===== src/rtl/mem_req_pkg.sv =====
// Shared types and defaults for the memory request controller and its byte-merge helper.
package mem_req_pkg;

  localparam int DEF_WORD = 32;
  localparam int DEF_ADDR = 16;

  typedef enum logic [2:0] {
    S_IDLE  = 3'd0,
    S_ISSUE = 3'd1,
    S_WAIT  = 3'd2,
    S_MERGE = 3'd3,
    S_RESP  = 3'd4
  } state_e;

  // Byte-enable width follows the data width; never set independently.
  function automatic int be_width(input int word);
    return word / 8;
  endfunction

endpackage


===== src/rtl/mem_req_ctrl_if.sv =====
// Processor request/response channel plus the A/W/D/Q memory port, bundled for the controller.
interface mem_req_ctrl_if
  import mem_req_pkg::*;
#(
  parameter int WORD = DEF_WORD,
  parameter int ADDR = DEF_ADDR
);
  localparam int BE = be_width(WORD);

  logic            req_valid;
  logic            req_ready;
  logic            req_we;
  logic [ADDR-1:0] req_addr;
  logic [WORD-1:0] req_wdata;
  logic [BE-1:0]   req_be;

  logic            rsp_valid;
  logic            rsp_ready;
  logic [WORD-1:0] rsp_rdata;

  logic [ADDR-1:0] mem_A;
  logic            mem_W;
  logic [WORD-1:0] mem_D;
  logic [WORD-1:0] mem_Q;

  // Controller side.
  modport slave (
    input  req_valid, req_we, req_addr, req_wdata, req_be, rsp_ready, mem_Q,
    output req_ready, rsp_valid, rsp_rdata, mem_A, mem_W, mem_D
  );

  // Processor + memory side.
  modport master (
    output req_valid, req_we, req_addr, req_wdata, req_be, rsp_ready, mem_Q,
    input  req_ready, rsp_valid, rsp_rdata, mem_A, mem_W, mem_D
  );

endinterface


===== src/rtl/mem_be_merge.sv =====
// Byte-wise merge of store data over an old word, used for read-modify-write stores.
module mem_be_merge
  import mem_req_pkg::*;
#(
  parameter int WORD = DEF_WORD
) (
  input  logic [WORD-1:0]           old_i,
  input  logic [WORD-1:0]           new_i,
  input  logic [be_width(WORD)-1:0] be_i,
  output logic [WORD-1:0]           merged_o
);

  for (genvar i = 0; i < be_width(WORD); i++) begin : g_byte
    assign merged_o[8*i +: 8] = be_i[i] ? new_i[8*i +: 8] : old_i[8*i +: 8];
  end

endmodule


===== src/rtl/mem_req_ctrl.sv =====
// Load/store initiator for a single-port synchronous memory; partial stores become read-modify-write.
// Optional: define MEM_REQ_WRITE_ACK_EN to return a zero-data response for every store.
module mem_req_ctrl
  import mem_req_pkg::*;
#(
  parameter int WORD = DEF_WORD,
  parameter int ADDR = DEF_ADDR
) (
  input  logic           clk,
  input  logic           rst,
  mem_req_ctrl_if.slave  bus
);
  localparam int BE = be_width(WORD);

  state_e          state_q;
  logic [ADDR-1:0] addr_q;
  logic [WORD-1:0] wdata_q;
  logic [BE-1:0]   be_q;
  logic            we_q;
  logic            rsp_valid_q;
  logic [WORD-1:0] rsp_rdata_q;

  logic            full_be;
  logic            wr_full;
  logic            wr_merge;
  logic [WORD-1:0] merged;

  assign full_be  = &be_q;
  assign wr_full  = (state_q == S_ISSUE) && we_q && full_be;
  assign wr_merge = (state_q == S_MERGE);

  // mem_Q still holds the old word here: the memory does not update Q on write cycles.
  mem_be_merge #(.WORD(WORD)) u_merge (
    .old_i    (bus.mem_Q),
    .new_i    (wdata_q),
    .be_i     (be_q),
    .merged_o (merged)
  );

  assign bus.req_ready = (state_q == S_IDLE);
  assign bus.rsp_valid = rsp_valid_q;
  assign bus.rsp_rdata = rsp_rdata_q;
  assign bus.mem_A     = addr_q;

  // Write strobe is combinational so an async reset during MERGE cancels the write at once.
  always_comb begin
    bus.mem_W = 1'b0;
    bus.mem_D = '0;
    if (wr_full) begin
      bus.mem_W = 1'b1;
      bus.mem_D = wdata_q;
    end else if (wr_merge) begin
      bus.mem_W = 1'b1;
      bus.mem_D = merged;
    end
  end

  always_ff @(posedge clk or negedge rst) begin
    if (!rst) begin
      state_q     <= S_IDLE;
      addr_q      <= '0;
      wdata_q     <= '0;
      be_q        <= '0;
      we_q        <= 1'b0;
      rsp_valid_q <= 1'b0;
      rsp_rdata_q <= '0;
    end else begin
      case (state_q)
        S_IDLE: begin
          if (bus.req_valid) begin
            addr_q  <= bus.req_addr;
            wdata_q <= bus.req_wdata;
            be_q    <= bus.req_be;
            we_q    <= bus.req_we;
            if (bus.req_we && (bus.req_be == '0)) begin
`ifdef MEM_REQ_WRITE_ACK_EN
              rsp_valid_q <= 1'b1;
              rsp_rdata_q <= '0;
              state_q     <= S_RESP;
`else
              state_q     <= S_IDLE;
`endif
            end else begin
              state_q <= S_ISSUE;
            end
          end
        end
        S_ISSUE: begin
          if (!we_q) begin
            state_q <= S_WAIT;
          end else if (full_be) begin
`ifdef MEM_REQ_WRITE_ACK_EN
            rsp_valid_q <= 1'b1;
            rsp_rdata_q <= '0;
            state_q     <= S_RESP;
`else
            state_q     <= S_IDLE;
`endif
          end else begin
            state_q <= S_MERGE;
          end
        end
        S_WAIT: begin
          rsp_rdata_q <= bus.mem_Q;
          rsp_valid_q <= 1'b1;
          state_q     <= S_RESP;
        end
        S_MERGE: begin
`ifdef MEM_REQ_WRITE_ACK_EN
          rsp_valid_q <= 1'b1;
          rsp_rdata_q <= '0;
          state_q     <= S_RESP;
`else
          state_q     <= S_IDLE;
`endif
        end
        S_RESP: begin
          if (bus.rsp_ready) begin
            rsp_valid_q <= 1'b0;
            state_q     <= S_IDLE;
          end
        end
        default: state_q <= S_IDLE;
      endcase
    end
  end

endmodule


===== src/flat_wrapper.sv =====
// flat-port wrapper written by rule: the top's interface ports become plain ports
module mem_req_ctrl_flat import mem_req_pkg::*;
#(
  parameter int WORD = DEF_WORD,
  parameter int ADDR = DEF_ADDR
)
  (clk, rst, bus_req_valid, bus_req_we, bus_req_addr, bus_req_wdata, bus_req_be, bus_rsp_ready, bus_mem_Q, bus_req_ready, bus_rsp_valid, bus_rsp_rdata, bus_mem_A, bus_mem_W, bus_mem_D);
  mem_req_ctrl_if #(.WORD(WORD), .ADDR(ADDR)) bus_i ();
  input  logic clk;
  input  logic rst;
  input wire logic [$bits(bus_i.req_valid)-1:0] bus_req_valid;
  input wire logic [$bits(bus_i.req_we)-1:0] bus_req_we;
  input wire logic [$bits(bus_i.req_addr)-1:0] bus_req_addr;
  input wire logic [$bits(bus_i.req_wdata)-1:0] bus_req_wdata;
  input wire logic [$bits(bus_i.req_be)-1:0] bus_req_be;
  input wire logic [$bits(bus_i.rsp_ready)-1:0] bus_rsp_ready;
  input wire logic [$bits(bus_i.mem_Q)-1:0] bus_mem_Q;
  output wire logic [$bits(bus_i.req_ready)-1:0] bus_req_ready;
  output wire logic [$bits(bus_i.rsp_valid)-1:0] bus_rsp_valid;
  output wire logic [$bits(bus_i.rsp_rdata)-1:0] bus_rsp_rdata;
  output wire logic [$bits(bus_i.mem_A)-1:0] bus_mem_A;
  output wire logic [$bits(bus_i.mem_W)-1:0] bus_mem_W;
  output wire logic [$bits(bus_i.mem_D)-1:0] bus_mem_D;
  assign bus_i.req_valid = bus_req_valid;
  assign bus_i.req_we = bus_req_we;
  assign bus_i.req_addr = bus_req_addr;
  assign bus_i.req_wdata = bus_req_wdata;
  assign bus_i.req_be = bus_req_be;
  assign bus_i.rsp_ready = bus_rsp_ready;
  assign bus_i.mem_Q = bus_mem_Q;
  assign bus_req_ready = bus_i.req_ready;
  assign bus_rsp_valid = bus_i.rsp_valid;
  assign bus_rsp_rdata = bus_i.rsp_rdata;
  assign bus_mem_A = bus_i.mem_A;
  assign bus_mem_W = bus_i.mem_W;
  assign bus_mem_D = bus_i.mem_D;
  mem_req_ctrl #(.WORD(WORD), .ADDR(ADDR)) u_core (.clk(clk), .rst(rst), .bus(bus_i));
endmodule

===== config.mk =====
export PLATFORM = sky130hd
export DESIGN_NAME = mem_req_ctrl_flat
export DESIGN_NICKNAME = d
export VERILOG_FILES = /design/src/rtl/mem_req_pkg.sv /design/src/rtl/mem_req_ctrl_if.sv /design/src/rtl/mem_be_merge.sv /design/src/rtl/mem_req_ctrl.sv /design/src/flat_wrapper.sv
export SDC_FILE = /design/constraint.sdc
export NUM_CORES = 1
export LEC_CHECK = 0
export BUFFER_PORTS_ARGS = -buffer_cell sky130_fd_sc_hd__buf_2
export CORE_ASPECT_RATIO = 1.25
export CORE_MARGIN = 3
export CORE_UTILIZATION = 49
export CTS_BUF_LIST = sky130_fd_sc_hd__clkbuf_4 sky130_fd_sc_hd__clkbuf_8 sky130_fd_sc_hd__clkbuf_16
export CTS_CLUSTER_SIZE = 20
export DETAILED_ROUTE_END_ITERATION = 8
export PLACE_DENSITY = 0.8
export SLEW_MARGIN = 30
export SYNTH_ARGS = -nofsm -noshare
export SYNTH_HDL_FRONTEND = slang
export SYNTH_HIERARCHICAL = 1
export SYNTH_SLANG_ARGS = --single-unit

===== constraint.sdc =====
create_clock -name clk -period 1.7 [get_ports clk]
set_input_delay 0.085 -clock clk [delete_from_list [all_inputs] [get_ports clk]]
set_output_delay 0.085 -clock clk [all_outputs]
set_load 0.02 [all_outputs]

==> flow_summary.yaml, run 1 <==
timing:
  grt_setup_unrepaired: "yes"
  fmax_mhz: 561.6
  tightest_slew_ns: 0.5265
  clock_skew_ns: 0.01167
  slew_headroom_pct: 64.90
  setup_slack_ns: -0.08061
  setup_viol: 33
  slew_viol_final: 0
  finalHoldViolations: 0
  fin_crit_sh_pct: 104.7
  period_needed_ns: 1.781
  tns_ns: -2.133
die:
  start_util_pct: 51.12
  fp-row-count: 38
  coreArea_um2: 8796
  die-area_um2: 10370
  die_y_um: 113.1
  die_w_um: 91.69
  pin_count: 172
logic_synthesis:
  netlist_area_um2: 4497
  synth_seq_cells: 89
  synthTopCellsByCount: "dfrtp_1, mux2_4, mux2_2"
  synth_top_area_share_pct: 49.53
  synth.area.top_cells: "dfrtp_1, mux2_4, mux2_2"
  synth_edf_count: 0
  synth_top_flop_cell: "dfrtp_1"
  synth.most_common_cell: "dfrtp_1"
  synth_seq_area_share_pct: 49.53
  synth_fp_nets: 371
  synthCells: 282
  syn_area_per_cell_um2: 15.95
  yosysUniqueCellTypes: 25
  synth_top_area_cell: "dfrtp_1"
  ys_warn_count: 6
  synthArstFlopShare_pct: 100.0
power:
  total_power_mw: 11.84
  leakage_nw: 3.409
  irDropWorstVdd_mv: 1.214
  p_per_area_nw_per_um2: 1693
worst_setup_path:
  worstSetupStartpointType: "flop"
  path_max_fanout: 9
  arrival_ns: 1.70
  critPathLaunch: "u_core/state_q[1]"
  rr_startpoint: "u_core/state_q[1]"
  crit-reg2reg-capture: "u_core/wdata_q[18]"
  required_ns: 1.62
  r2r_slack_ns: 0.02
  crit_type: "reg2out"
  worst-r2r-cell-count: 5
  endpoint_kind: "primary output"
global_route:
  track_usage_pct: 25.48
  first_global_vias: 3884
  grt_first_pass_wirelength_mm: 20.64
  grt_max_degree: 43
  gr-total-overflow: 0
  antenna_found_initial: 0
clock_tree:
  cts_made_buffers: 9
  cts.sinks: 89
  root_buffer: "clkbuf_8"
  cts.path.max_buffers: 2
  tritoncts: "yes"
  cts.htree.levels: 3
  clkLatencyLatePin_ns: 0.36
  clk_pin_slew_ns: 0.09
finish:
  antenna_cells: 0
  area_delta_synth_final_pct: 55.56
  fill_cells: 478
  final_nets: 649
  multi_input_area_um2: 2085
  seq_area_um2: 2230
  final_area_um2: 6995
  drive_gt1_share_pct: 60.71
place:
  placed_cell_area_um2: 5465
  io_buffers: 171
  dp_hpwl_mm: 7.794
  place_congestion: 0.7584
  dp_slack_ns: 0.09933
drt:
  drc: 0
  top_layer: "met4"
  wl_met3_um: 829
  drt-met1-wl_mm: 5.004
  wl_met2_mm: 7.177
  routedWlPerCell_um: 19.40
  viasPerCell: 5.196
  drtIter0Drc: 137
  antenna_left: 0
  dr.pass1.iters: 4
  num_vias: 3559
  drt_wl_total_mm: 13.29
status:
  status: "finished with violations"
  violations: "setup timing"
worst_hold_path:
  hp-class: "in2async"
job:
  maxCapViolations: 0
state kept, by name, summed over array words and instances (netlist names):
| name | flops |
|---|---|
| u_core/bus.rsp_valid | 1 |
| u_core/we_q | 1 |
| u_core/state_q | 3 |
| u_core/be_q | 4 |
| u_core/bus.rsp_rdata | 32 |
| u_core/bus.mem_A | 16 |
| u_core/wdata_q | 32 |
metal layers:
metal	vias to the layer above	track usage, %
li1	1598	-
met1	1761	28.72
met2	164	47.00
met3	36	5.452
met4	0	9.155
met5	-	0
cell usage in the layout, fill, tap and decap left out, types with 3 or more instances in the layout:
| cell type | count |
|---|---|
| buf_6 | 39 |
| mux2_2 | 31 |
| nor2_1 | 3 |
| buf_2 | 137 |
| dfrtp_1 | 87 |
| a22o_1 | 32 |
| a21oi_1 | 3 |
| clkbuf_8 | 12 |
| mux2_4 | 84 |
| dlygate4sd3_1 | 87 |
| buf_4 | 17 |
| buf_12 | 5 |
| nor2_4 | 3 |
how the worst max path moves through the flow:
| stage | to | slack, ns | cells after the start |
|---|---|---|---|
| floorplan | u_core/be_q[0] | 0.03 | 6 |
| global placement | u_core/wdata_q[5] | 0.16 | 4 |
| detailed placement | u_core/bus.rsp_rdata[21] | 0.1 | 4 |
| CTS | bus_mem_W | -0.14 | 5 |
| global route | bus_mem_D[31] | -0.16 | 6 |
| finish | bus_mem_D[6] | -0.08 | 5 |
what timing repair did:
| action | CTS | global route |
|---|---|---|
| endpoints found under the setup margin | 33 | 81 |
| resized for setup | 81 | 11 |
| buffers inserted | 4 | 5 |
| pin swaps | 4 | 5 |
| hold buffers | 87 | 0 |
| cloned | 2 | 2 |
| hold endpoints to repair | 124 | 0 |
through the flow:
stage / cells / utilization, % / hold WS, ns
global route: 685 / 79.53 / 0.2818
detailed placement: 569 / 62.13 / 0.09371
CTS: 678 / 78.08 / 0.2266
finish: 685 / 79.53 / 0.2387
global placement: 569 / 62.13 / 0.08691
floorplan: 282 / - / -0.2106
cell families after synthesis:
kind of cell	share of synthesized area, %
simple gates	2.477
buf+inv	5.175
flops	49.53
compound gates	6.761
mux	36.06
cell type report:
cell class,instances,share of cell area (%)
clock buffer,12,2.361
clock inverter,4,1.055
inverter,1,0.05366
multi-input combinational,171,29.80
sequential,89,31.87
tap,120,2.146
timing repair buffer,288,32.71
power breakdown:
| group | total, mW | internal, mW | switching, mW |
|---|---|---|---|
| Clock | 1.70 | 0.949 | 0.749 |
| Sequential | 3.98 | 3.20 | 0.774 |
| Combinational | 6.17 | 3.45 | 2.72 |
critical path, stage by stage, from the launching register on:
cell	delay [ns]
dfrtp_2	0.46
nor2_4	0.13
and4_4	0.30
clkbuf_16	0.18
a22o_1	0.15
buf_6	0.12
No activity file was read; power rests on OpenSTA's default activity.
==> inputs of run 2 (changes only) <==
--- a/config.mk
+++ b/config.mk
@@ -12,9 +12,8 @@
 export CTS_BUF_LIST = sky130_fd_sc_hd__clkbuf_4 sky130_fd_sc_hd__clkbuf_8 sky130_fd_sc_hd__clkbuf_16
 export CTS_CLUSTER_SIZE = 20
 export DETAILED_ROUTE_END_ITERATION = 8
-export PLACE_DENSITY = 0.8
+export PLACE_DENSITY = 0.81
 export SLEW_MARGIN = 30
 export SYNTH_ARGS = -nofsm -noshare
 export SYNTH_HDL_FRONTEND = slang
-export SYNTH_HIERARCHICAL = 1
 export SYNTH_SLANG_ARGS = --single-unit
==> run 2 against run 1 <==
Compared with the run above: the flow still finishes with violations (setup timing); sequential cell count unchanged; hold slack worse by 0.22 ns; via count up 2.5%; cell area down 4.5%; first-iteration DRC count up 42%; setup slack worse by 0.023 ns; count of clock-buffer cells in the layout unchanged; critical endpoint is now bus_mem_D[21]; largest power group unchanged; highest routed layer unchanged.
==> flow_summary.yaml, run 2 <==
finish:
  fill_cells: 530
  final_nets: 676
  final_common_cell: "buf_2"
  final_area_um2: 6684
  drive_gt1_share_pct: 54.65
  seq_area_um2: 2231
  antenna_cells: 0
  final_cell_mix: "buf_2, dfrtp_1, dlygate4sd3_1"
  multi_input_area_um2: 1967
  final_cells: 708
  area_delta_synth_final_pct: 54.84
clock_tree:
  tritoncts: "yes"
  root_buffer: "clkbuf_8"
  cts_made_buffers: 9
  clkLatencyLatePin_ns: 0.36
  cts.sinks: 89
  cts.path.max_buffers: 2
  cts.htree.levels: 3
  clk_pin_slew_ns: 0.08
global_route:
  antenna_found_initial: 0
  gr-total-overflow: 0
  first_global_vias: 4115
  grt_max_degree: 47
  track_usage_pct: 26.80
  grt_first_pass_wirelength_mm: 21.20
timing:
  period_needed_ns: 1.804
  slew_viol_final: 0
  setup_slack_ns: -0.1036
  finalHoldViolations: 0
  tightest_slew_ns: 0.3644
  setup_viol: 32
  grt_setup_unrepaired: "yes"
  fmax_mhz: 554.4
  slew_headroom_pct: 75.71
  clock_skew_ns: 0.01105
  fin_crit_sh_pct: 106.1
logic_synthesis:
  synth_top_area_cell: "dfrtp_1"
  synth_seq_area_share_pct: 51.59
  synth_top_flop_cell: "dfrtp_1"
  synth.most_common_cell: "dfrtp_1"
  syn_area_per_cell_um2: 13.79
  synthCells: 313
  netlist_area_um2: 4317
  synth_seq_cells: 89
  synthTopCellsByCount: "dfrtp_1, mux2_4, a21oi_1"
  ys_warn_count: 0
  synthArstFlopShare_pct: 100.0
  synth_top_area_share_pct: 51.59
  yosysUniqueCellTypes: 25
  synth.area.top_cells: "dfrtp_1, mux2_4, nor2b_1"
  synth_edf_count: 0
  synth_fp_nets: 402
worst_setup_path:
  path_max_fanout: 17
  worstSetupStartpointType: "flop"
  required_ns: 1.62
  rr_startpoint: "u_core.state_q[2]"
  critPathLaunch: "u_core.state_q[1]"
  critPathSlowestCell: "dfrtp_2"
  cpLargestDelayFamily: "flip-flops"
  crit_type: "reg2out"
  path_cells: "nor3b_4, nand3_2, buf_6, a21oi_1, buf_4"
  arrival_ns: 1.72
  cpPeakStageDelay_ns: 0.44
  crit_buf_inv: 2
  endpoint_kind: "primary output"
drt:
  viasPerCell: 5.154
  drtIter0Drc: 194
  routedWlPerCell_um: 18.87
  drc: 0
  antenna_left: 0
  drt_wl_total_mm: 13.36
  dr.pass1.iters: 4
  num_vias: 3649
job:
  maxCapViolations: 0
die:
  die-area_um2: 9979
  coreArea_um2: 8426
  die_w_um: 89.95
  fp-row-count: 37
  pin_count: 172
  start_util_pct: 51.23
  die_y_um: 110.9
status:
  violations: "setup timing"
  status: "finished with violations"
power:
  irDropWorstVdd_mv: 1.218
  leakage_nw: 3.181
  p_per_area_nw_per_um2: 1761
  total_power_mw: 11.77
place:
  placed_cell_area_um2: 5334
  dp_hpwl_mm: 7.843
  place_congestion: 0.8085
  io_buffers: 171
  place_inst: 597
worst_hold_path:
  min-delay-start: "bus_req_be[1]"
  hp-class: "in2reg"
[run 2: per-stage QoR]
stage	setup TNS, ns	setup slack (ns)	utilization [%]	hold WS [ns]
after global placement	0	0.1579	63.31	-0.03853
after detailed placement	0	0.08756	63.31	-0.03346
after global routing	-4.101	-0.1445	79.33	0.007070
after CTS	-1.532	-0.09255	77.37	0.003114
final	-1.847	-0.1036	79.33	0.01424
after floorplan	0	0.05578	-	-0.2106
[run 2: metal layers]
metal | part of all wire [%] | global-route usage (%)
met5 | 0 | 0
met4 | 4.0 | 14.71
met3 | 3.8 | 3.938
met2 | 54 | 48.29
met1 | 39 | 30.29
[run 2: area by class of cell]
class	count	area share (%)
Inverter	2	0.1123
Sequential cell	89	33.38
Timing Repair Buffer	282	32.20
Clock buffer	12	2.471
Clock inverter	3	0.2246
Multi-Input combinational cell	203	29.43
Tap cell	117	2.190
[run 2: final timing paths]
check | end | slack [ns] | depth (start not counted)
worst max-delay path | bus_mem_D[21] | -0.10 | 5
worst min-delay path | u_core.be_q[1] | 0.01 | 2
worst max register to register | u_core.bus.mem_A[5] | 0.01 | 5
worst min register to register | u_core.bus.rsp_rdata[6] | 0.51 | 1
max in group asynchronous | u_core.bus.rsp_rdata[8] | 0.93 | 3
min in group asynchronous | u_core.wdata_q[17] | 0.13 | 2
[run 2: report_power, final]
| part | leakage (nW) | switching [mW] | internal, mW |
|---|---|---|---|
| Sequential | 1.04 | 0.676 | 3.23 |
| Clock | 0.0980 | 0.737 | 0.637 |
| Combinational | 2.04 | 3.04 | 3.46 |
[run 2: cell families (layout without fill, tap and decap cells)]
group,count (synthesis),count (layout),synth area share [%]
flops,89,89,51.59
mux,85,85,28.35
compound gates,68,68,8.029
simple gates,49,50,7.160
buf+inv,22,299,4.870
[run 2: worst register-to-register path: cells and delay by family, from the launching register on]
family                 cells  cell delay, ns
buffers and inverters      2            0.34
and+or+nand+nor            2            0.48
DFF                        1            0.44
muxes                      1            0.32
[run 2: what timing repair did]
action,in CTS,in global routing
pin swaps,4,19
resized for setup,56,40
hold buffers,85,0
hold endpoints to repair,174,0
endpoints found under the setup margin,33,95
setup buffers,6,1
cloned,0,4
==> inputs of run 3 (changes only) <==
--- a/config.mk
+++ b/config.mk
@@ -13,6 +13,7 @@
 export CTS_CLUSTER_SIZE = 20
 export DETAILED_ROUTE_END_ITERATION = 8
 export PLACE_DENSITY = 0.81
+export SKIP_CTS_REPAIR_TIMING = 1
 export SLEW_MARGIN = 30
 export SYNTH_ARGS = -nofsm -noshare
 export SYNTH_HDL_FRONTEND = slang
==> run 3 against run 2 <==
Compared with the run above: the run still ends with setup timing left; count of clock-buffer cells in the layout did not move; non-clock buffer count fell by 9; core utilization fell by 1.9 points; critical path type unchanged; critical path depth did not move; power fell by 2.6%; fmax fell by 3.2%; clock skew barely moved; setup slack got worse by 0.060 ns; sequential power rose by 2%; die area did not move; sequential share of layout area rose by 0.82 points.
==> flow_summary.yaml, run 3 (same netlist as run 2, synthesis figures left out) <==
place:
  io_buffers: 171
  dp_hpwl_mm: 7.843
  place_congestion: 0.8085
  place_inst: 597
global_route:
  gr-total-overflow: 0
  track_usage_pct: 21.77
  grt_max_degree: 47
  first_global_vias: 3361
  grt_first_pass_wirelength_mm: 17.42
  antenna_found_initial: 1
timing:
  slew_headroom_pct: 75.10
  grt_setup_unrepaired: "yes"
  fmax_mhz: 536.6
  clock_skew_ns: 0.01100
  period_needed_ns: 1.864
  setup_slack_ns: -0.1637
  setup_viol: 33
  tightest_slew_ns: 0.3735
  fin_crit_sh_pct: 109.6
  slew_viol_final: 0
  finalHoldViolations: 0
die:
  die_y_um: 110.9
  start_util_pct: 51.23
  coreArea_um2: 8426
  die-area_um2: 9979
  fp-row-count: 37
  pin_count: 172
  die_w_um: 89.95
power:
  total_power_mw: 11.46
  leakage_nw: 3.113
  p_per_area_nw_per_um2: 1757
  irDropWorstVdd_mv: 0.9827
finish:
  final_common_cell: "buf_2"
  final_cell_mix: "buf_2, dfrtp_1, dlygate4sd3_1"
  final_cells: 699
  final_nets: 666
  area_delta_synth_final_pct: 51.13
  drive_gt1_share_pct: 52.84
worst_hold_path:
  whs_path_depth: 2
  hp-class: "in2reg"
worst_setup_path:
  path_max_fanout: 17
  worstSetupStartpointType: "flop"
  worst-r2r-cell-count: 4
  crit_type: "reg2out"
  arrival_ns: 1.78
  endpoint_kind: "primary output"
  required_ns: 1.62
clock_tree:
  cts.path.max_buffers: 2
  cts_made_buffers: 9
  clk_pin_slew_ns: 0.09
  root_buffer: "clkbuf_8"
  clkLatencyLatePin_ns: 0.35
  cts.sinks: 89
  tritoncts: "yes"
  cts.htree.levels: 3
drt:
  num_vias: 3577
  dr.pass1.iters: 4
  drtIter0Drc: 181
  drc: 0
  viasPerCell: 5.117
  drt_wl_total_mm: 13.13
  antenna_left: 0
  routedWlPerCell_um: 18.79
job:
  maxCapViolations: 0
status:
  violations: "setup timing"
  status: "finished with violations"
==> run 3: path summary, 6_finish.rpt <==
| path | from | to | slack (ns) |
|---|---|---|---|
| worst max-delay path | u_core.state_q[2] | bus_mem_D[23] | -0.16 |
| worst min-delay path | bus_req_be[0] | u_core.be_q[0] | 0.01 |
| worst max register to register | u_core.state_q[1] | u_core.wdata_q[3] | 0.09 |
| worst min register to register | u_core.bus.rsp_rdata[31] | u_core.bus.rsp_rdata[31] | 0.51 |
| max in group asynchronous | rst | u_core.bus.rsp_rdata[13] | 0.90 |
| min in group asynchronous | rst | u_core.wdata_q[17] | 0.15 |
==> run 3: critical path, cell delays in order, from the launching register on <==
cell and delay, ns:
dfrtp_2 0.47, and3b_2 0.35, buf_12 0.17, o21ai_1 0.08
a21oi_1 0.19, buf_4 0.17
==> run 3: metal layers <==
metal	GRT usage (%)	vias up	wire length, µm
met5	0	-	0
met4	7.967	0	340
met3	3.870	28	553
met2	37.60	146	7258
met1	27.33	1775	4979
li1	-	1628	-
==> run 3: area by class of cell <==
cell class                 count  area [µm²]
sequential                    89        2231
timing repair buffer         273        2024
multi-input combinational    202        1932
fill                         553        1902
clock buffer                  12       165.2
tap                          117       146.4
clock inverter                 3       15.01
inverter                       2       7.507
antenna                        1       2.502
==> run 3: where the power goes <==
group | leakage, nW | internal [mW] | switching, mW
sequential | 1.04 | 3.23 | 0.729
combinational | 1.97 | 3.23 | 2.90
clock | 0.0980 | 0.638 | 0.737
==> run 3: stage by stage <==
stage	area [µm²]	utilization [%]	hold slack [ns]	setup WS (ns)	setup TNS, ns
finish	6524	77.43	0.01397	-0.1637	-3.531
global route	6524	77.43	0.002545	-0.2506	-6.809
CTS	5514	65.44	-0.4219	-0.2920	-7.101
detailed placement	5334	63.31	-0.03346	0.08756	0
global placement	5334	63.31	-0.03853	0.1579	0
floorplan	4323	-	-0.2106	0.05578	0
